`config.mk`:
```
export PLATFORM = sky130hd
export DESIGN_NAME = red_pitaya_dac_fade
export DESIGN_NICKNAME = d
export VERILOG_FILES = /design/src/rtl/red_pitaya_dac_pkg.sv /design/src/rtl/red_pitaya_slew_lim.sv /design/src/rtl/red_pitaya_dac_fade.sv
export SDC_FILE = /design/constraint.sdc
export NUM_CORES = 1
export LEC_CHECK = 0
export CAP_MARGIN = 5
export CORE_AREA = 8 8 194 196
export DETAILED_ROUTE_END_ITERATION = 6
export DIE_AREA = 0 0 202 204
export PLACE_DENSITY = 0.64
export SYNTH_ARGS = -nofsm -noshare
export SYNTH_HDL_FRONTEND = slang
export SYNTH_HIERARCHICAL = 1
export SYNTH_SLANG_ARGS = --single-unit
```
`constraint.sdc`:
```
create_clock -name dac_clk_i -period 5.39 [get_ports dac_clk_i]
set_input_delay 1.078 -clock dac_clk_i [delete_from_list [all_inputs] [get_ports dac_clk_i]]
set_output_delay 1.078 -clock dac_clk_i [all_outputs]
set_load 0.05 [all_outputs]
```
`src/rtl/red_pitaya_dac_pkg.sv`:
```
// Shared definitions for the DAC output conditioning stage: FSM encoding,
// unity gain and the saturation bounds for the default sample/gain widths.
package red_pitaya_dac_pkg;

    localparam int DEF_DW = 14;
    localparam int DEF_GW = 14;

    // unity gain sits one bit below the top of the gain word
    localparam int GAIN_UNITY = 1 << (DEF_GW - 1);

    // output range of a DEF_DW-bit signed sample
    localparam int SAT_HI = (1 << (DEF_DW - 1)) - 1;
    localparam int SAT_LO = -(1 << (DEF_DW - 1));

    typedef enum logic [1:0] {
        ST_OFF      = 2'd0,
        ST_FADE_IN  = 2'd1,
        ST_ON       = 2'd2,
        ST_FADE_OUT = 2'd3
    } fade_state_t;

endpackage

```
`src/rtl/red_pitaya_slew_lim.sv`:
```
// Input register plus per-cycle slew limiter (pipeline stages S1 and S2).
module red_pitaya_slew_lim #(
    parameter int DW = 14
) (
    input  logic                 clk,
    input  logic                 rst,
    input  logic signed [DW-1:0] din,
    input  logic        [DW-1:0] slew,
    output logic signed [DW-1:0] dout
);

    logic signed [DW-1:0] din_r;
    logic signed [DW+1:0] diff;
    logic signed [DW+1:0] lim;
    logic signed [DW+1:0] up;
    logic signed [DW+1:0] dn;

    // two extra bits keep the full -8192..+8191 swing and the limit itself from wrapping
    always_comb begin
        lim  = $signed({2'b00, slew});
        diff = (DW+2)'(din_r) - (DW+2)'(dout);
        up   = (DW+2)'(dout) + lim;
        dn   = (DW+2)'(dout) - lim;
    end

    // S1 captures the sample, S2 steps towards it by at most slew per cycle
    always_ff @(posedge clk) begin
        if (rst) begin
            din_r <= '0;
            dout  <= '0;
        end else begin
            din_r <= din;
            if (slew == '0)
                dout <= din_r;
            else if (diff > lim)
                dout <= up[DW-1:0];   // stays below din_r, so fits in DW bits
            else if (diff < -lim)
                dout <= dn[DW-1:0];
            else
                dout <= din_r;
        end
    end

endmodule

```
`src/rtl/red_pitaya_dac_fade.sv`:
```
// Per-channel DAC output conditioning: slew limit, then a linear gain
// envelope that fades the channel in and out on enable changes.
module red_pitaya_dac_fade
    import red_pitaya_dac_pkg::*;
#(
    parameter int DW = DEF_DW,
    parameter int GW = DEF_GW
) (
    input  logic                 dac_clk_i,
    input  logic                 dac_rst_i,
    input  logic signed [DW-1:0] dat_i,
    input  logic                 enable_i,
    input  logic                 kill_i,
    input  logic        [DW-1:0] set_slew_i,
    input  logic        [GW-1:0] set_fade_step_i,
    output logic signed [DW-1:0] dac_o,
    output logic        [1:0]    state_o,
    output logic                 busy_o
);

    localparam int                   PW    = 2*DW + 1;
    localparam logic        [GW:0]   UNITY = (GW+1)'(GAIN_UNITY);
    localparam logic signed [PW-1:0] HI_W  = PW'(SAT_HI);
    localparam logic signed [PW-1:0] LO_W  = PW'(SAT_LO);

    fade_state_t          st_q, st_d;
    logic        [GW-1:0] gain_q, gain_d;
    logic        [GW:0]   g_up, g_dn;
    logic signed [DW-1:0] slw;
    logic signed [PW-1:0] mult_r;
    logic signed [PW-1:0] shifted;
    logic signed [DW-1:0] sat_d;

    red_pitaya_slew_lim #(.DW(DW)) u_slew (
        .clk  (dac_clk_i),
        .rst  (dac_rst_i),
        .din  (dat_i),
        .slew (set_slew_i),
        .dout (slw)
    );

    // envelope state and gain register
    always_ff @(posedge dac_clk_i) begin
        if (dac_rst_i) begin
            st_q   <= ST_OFF;
            gain_q <= '0;
        end else begin
            st_q   <= st_d;
            gain_q <= gain_d;
        end
    end

    // next state/gain; gain math one bit wider so ramps clamp instead of wrapping
    always_comb begin
        st_d   = st_q;
        gain_d = gain_q;
        g_up   = {1'b0, gain_q} + {1'b0, set_fade_step_i};
        g_dn   = {1'b0, gain_q} - {1'b0, set_fade_step_i};
        if (kill_i) begin
            st_d   = ST_OFF;
            gain_d = '0;
        end else begin
            case (st_q)
                ST_OFF: begin
                    gain_d = '0;
                    if (enable_i) begin
                        if (set_fade_step_i == '0) begin
                            st_d   = ST_ON;
                            gain_d = UNITY[GW-1:0];
                        end else begin
                            st_d = ST_FADE_IN;
                        end
                    end
                end
                ST_FADE_IN: begin
                    if (!enable_i) begin
                        st_d = ST_FADE_OUT;          // reverse from the current gain
                    end else if (g_up >= UNITY) begin
                        st_d   = ST_ON;
                        gain_d = UNITY[GW-1:0];
                    end else begin
                        gain_d = g_up[GW-1:0];
                    end
                end
                ST_ON: begin
                    gain_d = UNITY[GW-1:0];
                    if (!enable_i) begin
                        if (set_fade_step_i == '0) begin
                            st_d   = ST_OFF;
                            gain_d = '0;
                        end else begin
                            st_d = ST_FADE_OUT;
                        end
                    end
                end
                ST_FADE_OUT: begin
                    if (enable_i) begin
                        st_d = ST_FADE_IN;
                    end else if (g_dn[GW] || g_dn == '0) begin
                        st_d   = ST_OFF;
                        gain_d = '0;
                    end else begin
                        gain_d = g_dn[GW-1:0];
                    end
                end
                default: begin
                    st_d   = ST_OFF;
                    gain_d = '0;
                end
            endcase
        end
    end

    // S3: apply gain; operands widened so the product is exact
    always_ff @(posedge dac_clk_i) begin
        if (dac_rst_i)
            mult_r <= '0;
        else
            mult_r <= PW'(slw) * PW'($signed({1'b0, gain_q}));
    end

    // rescale and clamp; unreachable for gain <= unity but kept as a guard
    always_comb begin
        shifted = mult_r >>> (GW-1);
        sat_d   = shifted[DW-1:0];
        if (shifted > HI_W)
            sat_d = HI_W[DW-1:0];
        else if (shifted < LO_W)
            sat_d = LO_W[DW-1:0];
    end

    // S4: output register
    always_ff @(posedge dac_clk_i) begin
        if (dac_rst_i)
            dac_o <= '0;
        else
            dac_o <= sat_d;
    end

    assign state_o = st_q;
    assign busy_o  = (st_q == ST_FADE_IN) || (st_q == ST_FADE_OUT);

endmodule

```
Word-level counts from Yosys, hierarchy flattened
Cells that the tools add are included.

word-level totals
  bits in registers = 87
  output and inout bits = 17

operators by class
  add/sub/neg operators = 6
  multiply operators = 1
  magnitude comparators = 5
  equality and inequality tests = 9
  muxes and demuxes = 23
  reduce and logical (&&, ||, !) cells = 10

operator list
  operator              number
  $mux 14               12
  $pmux 14 s4           1
  $sub 14x14->15        2
  $mul 14x15->29        1
  $logic_not 14->1      2
  $gt 16x14->1 const B  1
  $gt 16x15->1          1
  $lt 16x14->1 const B  1
  $lt 16x16->1          1
  $mux 2                8
  $neg 14->16           1
  $add 14x14->15        1
  $ge 15x14->1 const B  1
  $logic_not 15->1      1
  $add 14x14->14        1
  $sub 14x14->14        1
  $mux 13               1
  $ne 2x2->1 const B    4
  $pmux 2 s4            1
  $ne 3x3->1 const B    2
  $eq 2x2->1 const B    2
  $reduce_and 4->1      1
  $reduce_or 2->1       2
  $eq 2x1->1 const B    1
  3 further kinds       4

Depth between registers and ports, before layout
  word-level depth = 6
  mapped depth = 24
  gate-level depth less buffers = 22

Hierarchy
Netlist, hierarchy kept.

modules (own cells, without submodules)
  module               times used  cells each  area an instance (µm²)
  red_pitaya_dac_fade  1           1148        9854.5
  red_pitaya_slew_lim  1           480         3767.4

Worst setup path after synthesis
Ideal clock, no wire load.

  path type = reg2reg
  from = reg gain_q[5]
  to = reg mult_r[21]
  setup time = 0.128 ns
  data arrival time = 5.753 ns
  data required time = 5.262 ns
  setup slack = -0.490 ns
  stages on the path, launching flop included = 23
  period minus slack after synthesis = 5.880 ns
  cell sequence = dfxtp_1 > clkbuf_1 > and2_1 > fa_1 > inv_1 > fa_1 > inv_1 > fa_1 > inv_1 > fa_1 > inv_1 > fa_1 > fa_1 > ha_1 > a211o_1 > o211ai_1 > a21oi_1 > a211o_1 > a31oi_1 > o211ai_1 > a21oi_1 > xor2_1 > nor2_1

on the way
  cells in the longest elaborated chain, start to end = 1

ends and longest elaborated chain
  item                    RTL line                    text
  start, declared         red_pitaya_dac_fade.sv:27   logic [GW-1:0] gain_q, gain_d;
  start signal, assigned  red_pitaya_dac_fade.sv:49   gain_q <= gain_d;
  $mul 14x15->29          red_pitaya_dac_fade.sv:119  mult_r <= PW'(slw) * PW'($signed({1'b0, gain_q}));
  end signal, assigned    red_pitaya_dac_fade.sv:119
  end, declared           red_pitaya_dac_fade.sv:30   logic signed [PW-1:0] mult_r;

Every way passes these cells.
A chain may end at the register's enable or synchronous reset.

Worst setup path in the final report
  from = reg u_slew.dout[3]
  to = reg mult_r[21]

on the way
  cells in the longest elaborated chain, start to end = 1

ends and longest elaborated chain
  item                    RTL line                    text
  start, declared         red_pitaya_slew_lim.sv:9    output logic signed [DW-1:0] dout
  start signal, assigned  red_pitaya_slew_lim.sv:34   dout <= din_r;
  start signal, assigned  red_pitaya_slew_lim.sv:36   dout <= up[DW-1:0];
  start signal, assigned  red_pitaya_slew_lim.sv:38   dout <= dn[DW-1:0];
  $mul 14x15->29          red_pitaya_dac_fade.sv:119

Every way passes these cells.

==> run summary <==
Worst path most repeated cell: fa_1
Synth Net Count: 2019
Max Slew Vio Count: 0
CP Data Required Time: 5.61 ns
Die ar.: 41200 µm²
FF+latch count, synth: 74
slowest CP cell: fa_1
RR Endpoint: mult_r[21]
Util after Layout: 47.5%
Final #Nets: 2183
RSZ-0062 raised after global routing: yes
initial core utilization: 39.2%
top_reg_cell synth: dfxtp_1
hold path cells: 1
failing checks: negative setup slack
Layout Area Growth over Synthesis: 21.4%
PnR worst setup slack: -0.149 ns
count of cell types in the netlist: 80
sequential fraction of the synthesis area: 10.9%
synth warn: 6
CP Data Arrival Time: 5.76 ns
Finished Layout Cells: 2258
Routed met2 length: 18700 µm
Power Dens Cells: 435 nW/µm²
antenna violation net count after detailed routing: 0
clk_skew: 0.0106 ns
share of flip-flops with an asynchronous set or reset: 0%
min cycle time layout: 5.54 ns
Top Layer Used: met4
Die Width: 202 µm
mapped cell area: 13600 µm²
first-pass GRT wire length: 61800 µm
CTS Buffer Depth: 2
Worst VDD drop: 0.200 mV
Max-slew headroom: 39.0%
# port buffers: 62
reg-to-reg startpoint: u_slew/dout[3]
Core ar.: 34800 µm²
CTS buffer count: 9
initial antenna violation count: 0
vias per inst: 5.28
Post-synth EDFFs: 0
met3 routed WL: 1150 µm
Fmax: 181 MHz
flop2flop setup slack: -0.15 ns
WHS Endpoint: dac_o[9]
Hold Fails Final Rpt: 0
share of layout cells above drive strength 1: 16.8%
number of global-route vias before repair: 12400
Top delay family on crit path: adder cells
hold_sp: mult_r[22]
pin count of the biggest net entering global routing: 42
row count: 69
crit-path max FO: 4
GRT Util Overall: 18.2%
synthesized instance count: 1628
Placer Congestion: 0.881
Final Cycle Share: 103%
Max stage delay on crit path: 0.52 ns
number of fill cells in the layout: 3360
outcome: finished, violations left
clock sink count: 74
M1 wire length: 16300 µm
crit path buf inv count: 5
total gr overflow: 0
CP Class: register to register
Antenna diodes: 0
Worst setup SP type: register
CTS tree: built
Routed WL: 37000 µm
Iter 0 DRT Violations: 627
drt wl/cell: 16.4 µm
# hold bufs at CTS: 0
Clock Pin Slew Worst Setup and Hold Paths: 0.07 ns
DR pass1 iterations: 5
number of setup violations in the final report: 10
IO Pins: 63
htree depth: 3
placed insts: 2224
Max-Cap Viols: 0
Worst setup EP type: register
worst min path class: register to register
Leak Pwr: 8.01 nW
hpwl dp: 30900 µm
Die Y-Extent: 204 µm
# DRC: 0
worst-case reg-to-reg path depth: 20
Slew @ Worst Pin: 0.915 ns
CP Cell Sequence: buf_12 -> and2_4 -> fa_1 -> inv_1 -> fa_1 -> inv_1 -> fa_1 -> fa_1 -> fa_1 -> inv_1 -> fa_1 -> inv_1 -> ha_2 -> or3_4 -> a211o_4 -> a31oi_4 -> o211ai_1 -> a21oi_1 -> xor2_1 -> nor2_1
Mean Syn Cell Area: 8.37 µm²
worst skew pair latency: 0.36 ns
clk root buf: clkbuf_16
via count: 11900
==> worst reg2reg max path: stages, from the launching register on <==
cell      delay [ns]
dfxtp_4         0.37
buf_12          0.13
and2_4          0.15
fa_1            0.49
inv_1           0.05
fa_1            0.47
inv_1           0.05
fa_1            0.45
fa_1            0.49
fa_1            0.52
inv_1           0.05
fa_1            0.47
inv_1           0.05
ha_2            0.17
or3_4           0.38
a211o_4         0.37
a31oi_4         0.21
o211ai_1        0.14
a21oi_1         0.17
xor2_1          0.17
nor2_1          0.05
==> power by group <==
| group | switching [W] | total, W | internal (W) | leakage (nW) |
|---|---|---|---|---|
| Combinational | 0.00305 | 0.00564 | 0.00259 | 7.23 |
| Sequential | 0.000179 | 0.000894 | 0.000715 | 0.622 |
| Clock | 0.000260 | 0.000665 | 0.000405 | 0.156 |
==> repair_timing <==
action,in CTS,in global routing
endpoints found under the setup margin,13,29
setup buffers,11,7
gates cloned,0,0
endpoints found under the hold margin,0,0
gates resized for setup,47,63
pin swaps,44,41
==> final cells by class <==
class | instances | area, µm² | share of cell area (%)
Clock buffer | 9 | 225 | 1.36
Clock inverter | 7 | 92.6 | 0.560
Tap cell | 461 | 577 | 3.49
Timing Repair Buffer | 214 | 1800 | 10.9
Multi-Input combinational cell | 1249 | 11400 | 68.9
Inverter | 244 | 916 | 5.54
Sequential cell | 74 | 1540 | 9.30
==> cell families (layout without fill, tap and decap cells) <==
kind of cell,Yosys count,in the layout,synth area share [%]
buffers and inverters,305,474,8.55
AO/OA/AOI/OAI,336,336,17.1
AND/OR/NAND/NOR,496,496,18.9
adder cells (fa/ha/maj),345,345,39.7
XOR/XNOR,60,60,3.86
flip-flops,74,74,10.9
multiplexers,12,12,0.928
==> sequential cells by signal, indices dropped and copies added (netlist names) <==
| signal | count |
|---|---|
| state_o | 2 |
| gain_q | 14 |
| dac_o | 14 |
| mult_r | 16 |
| u_slew/dout | 14 |
| u_slew/din_r | 14 |
==> synth_stat cells (23+ instances only) <==
master	instances	area, µm²
o21a_1	28	210
nand3_1	23	115
nor2b_1	41	257
dfxtp_1	74	1480
xnor2_1	48	420
a21o_1	23	173
and2_1	116	726
nor3_1	28	140
clkbuf_1	54	203
a21oi_1	75	375
nor2_1	86	323
ha_1	199	2490
fa_1	146	2920
nand2_1	125	469
inv_1	244	916
o21ai_0	53	265
==> how the worst max path moves through the flow <==
stage / start / endpoint / cells past startpoint
after CTS: gain_q[7] / mult_r[21] / 21
after floorplan: u_slew/dout[2] / mult_r[28] / 22
after detailed placement: u_slew/dout[7] / mult_r[28] / 19
after global placement: gain_q[9] / mult_r[28] / 20
after global routing: u_slew/dout[3] / mult_r[28] / 22
final: u_slew/dout[3] / mult_r[21] / 20
==> per-layer routing <==
metal / track usage [%] / vias to the layer above
met3: 1.76 / 50
met2: 33.1 / 240
met5: 0 / -
li1: - / 5764
met4: 5.79 / 0
met1: 22.4 / 5858
==> stage by stage <==
| step | hold WS, ns | setup WS, ns | instance area [µm²] | total power [W] | setup TNS [ns] |
|---|---|---|---|---|---|
| after global placement | 0.431 | -0.221 | 15700 | 0.00603 | -1.53 |
| after floorplan | 0.418 | -0.0600 | 13800 | 0.00450 | -0.162 |
| after detailed placement | 0.428 | -0.317 | 15700 | 0.00612 | -2.59 |
| after global routing | 0.461 | -0.358 | 16500 | 0.00797 | -3.91 |
| final | 0.437 | -0.149 | 16500 | 0.00720 | -0.847 |
| after CTS | 0.442 | -0.195 | 16300 | 0.00700 | -0.906 |
==> placed cells by master (no fill, tap or decap), types with 9 or more instances in the layout <==
| cell type | count |
|---|---|
| a211oi_1 | 12 |
| a21o_1 | 23 |
| a21oi_1 | 69 |
| a22oi_1 | 12 |
| and2_1 | 104 |
| and2_4 | 12 |
| buf_4 | 143 |
| clkbuf_16 | 9 |
| clkdlybuf4s50_1 | 61 |
| dfxtp_1 | 50 |
| dfxtp_2 | 13 |
| dfxtp_4 | 11 |
| fa_1 | 141 |
| ha_1 | 186 |
| inv_1 | 233 |
| inv_2 | 11 |
| mux2i_1 | 10 |
| nand2_1 | 125 |
| nand2b_1 | 22 |
| nand3_1 | 23 |
| nor2_1 | 83 |
| nor2b_1 | 40 |
| nor3_1 | 27 |
| o211ai_1 | 10 |
| o21a_1 | 28 |
| o21ai_0 | 47 |
| o21bai_1 | 12 |
| o221ai_1 | 9 |
| xnor2_1 | 42 |
| xor2_1 | 12 |
Power figures use the tool's default switching activity.
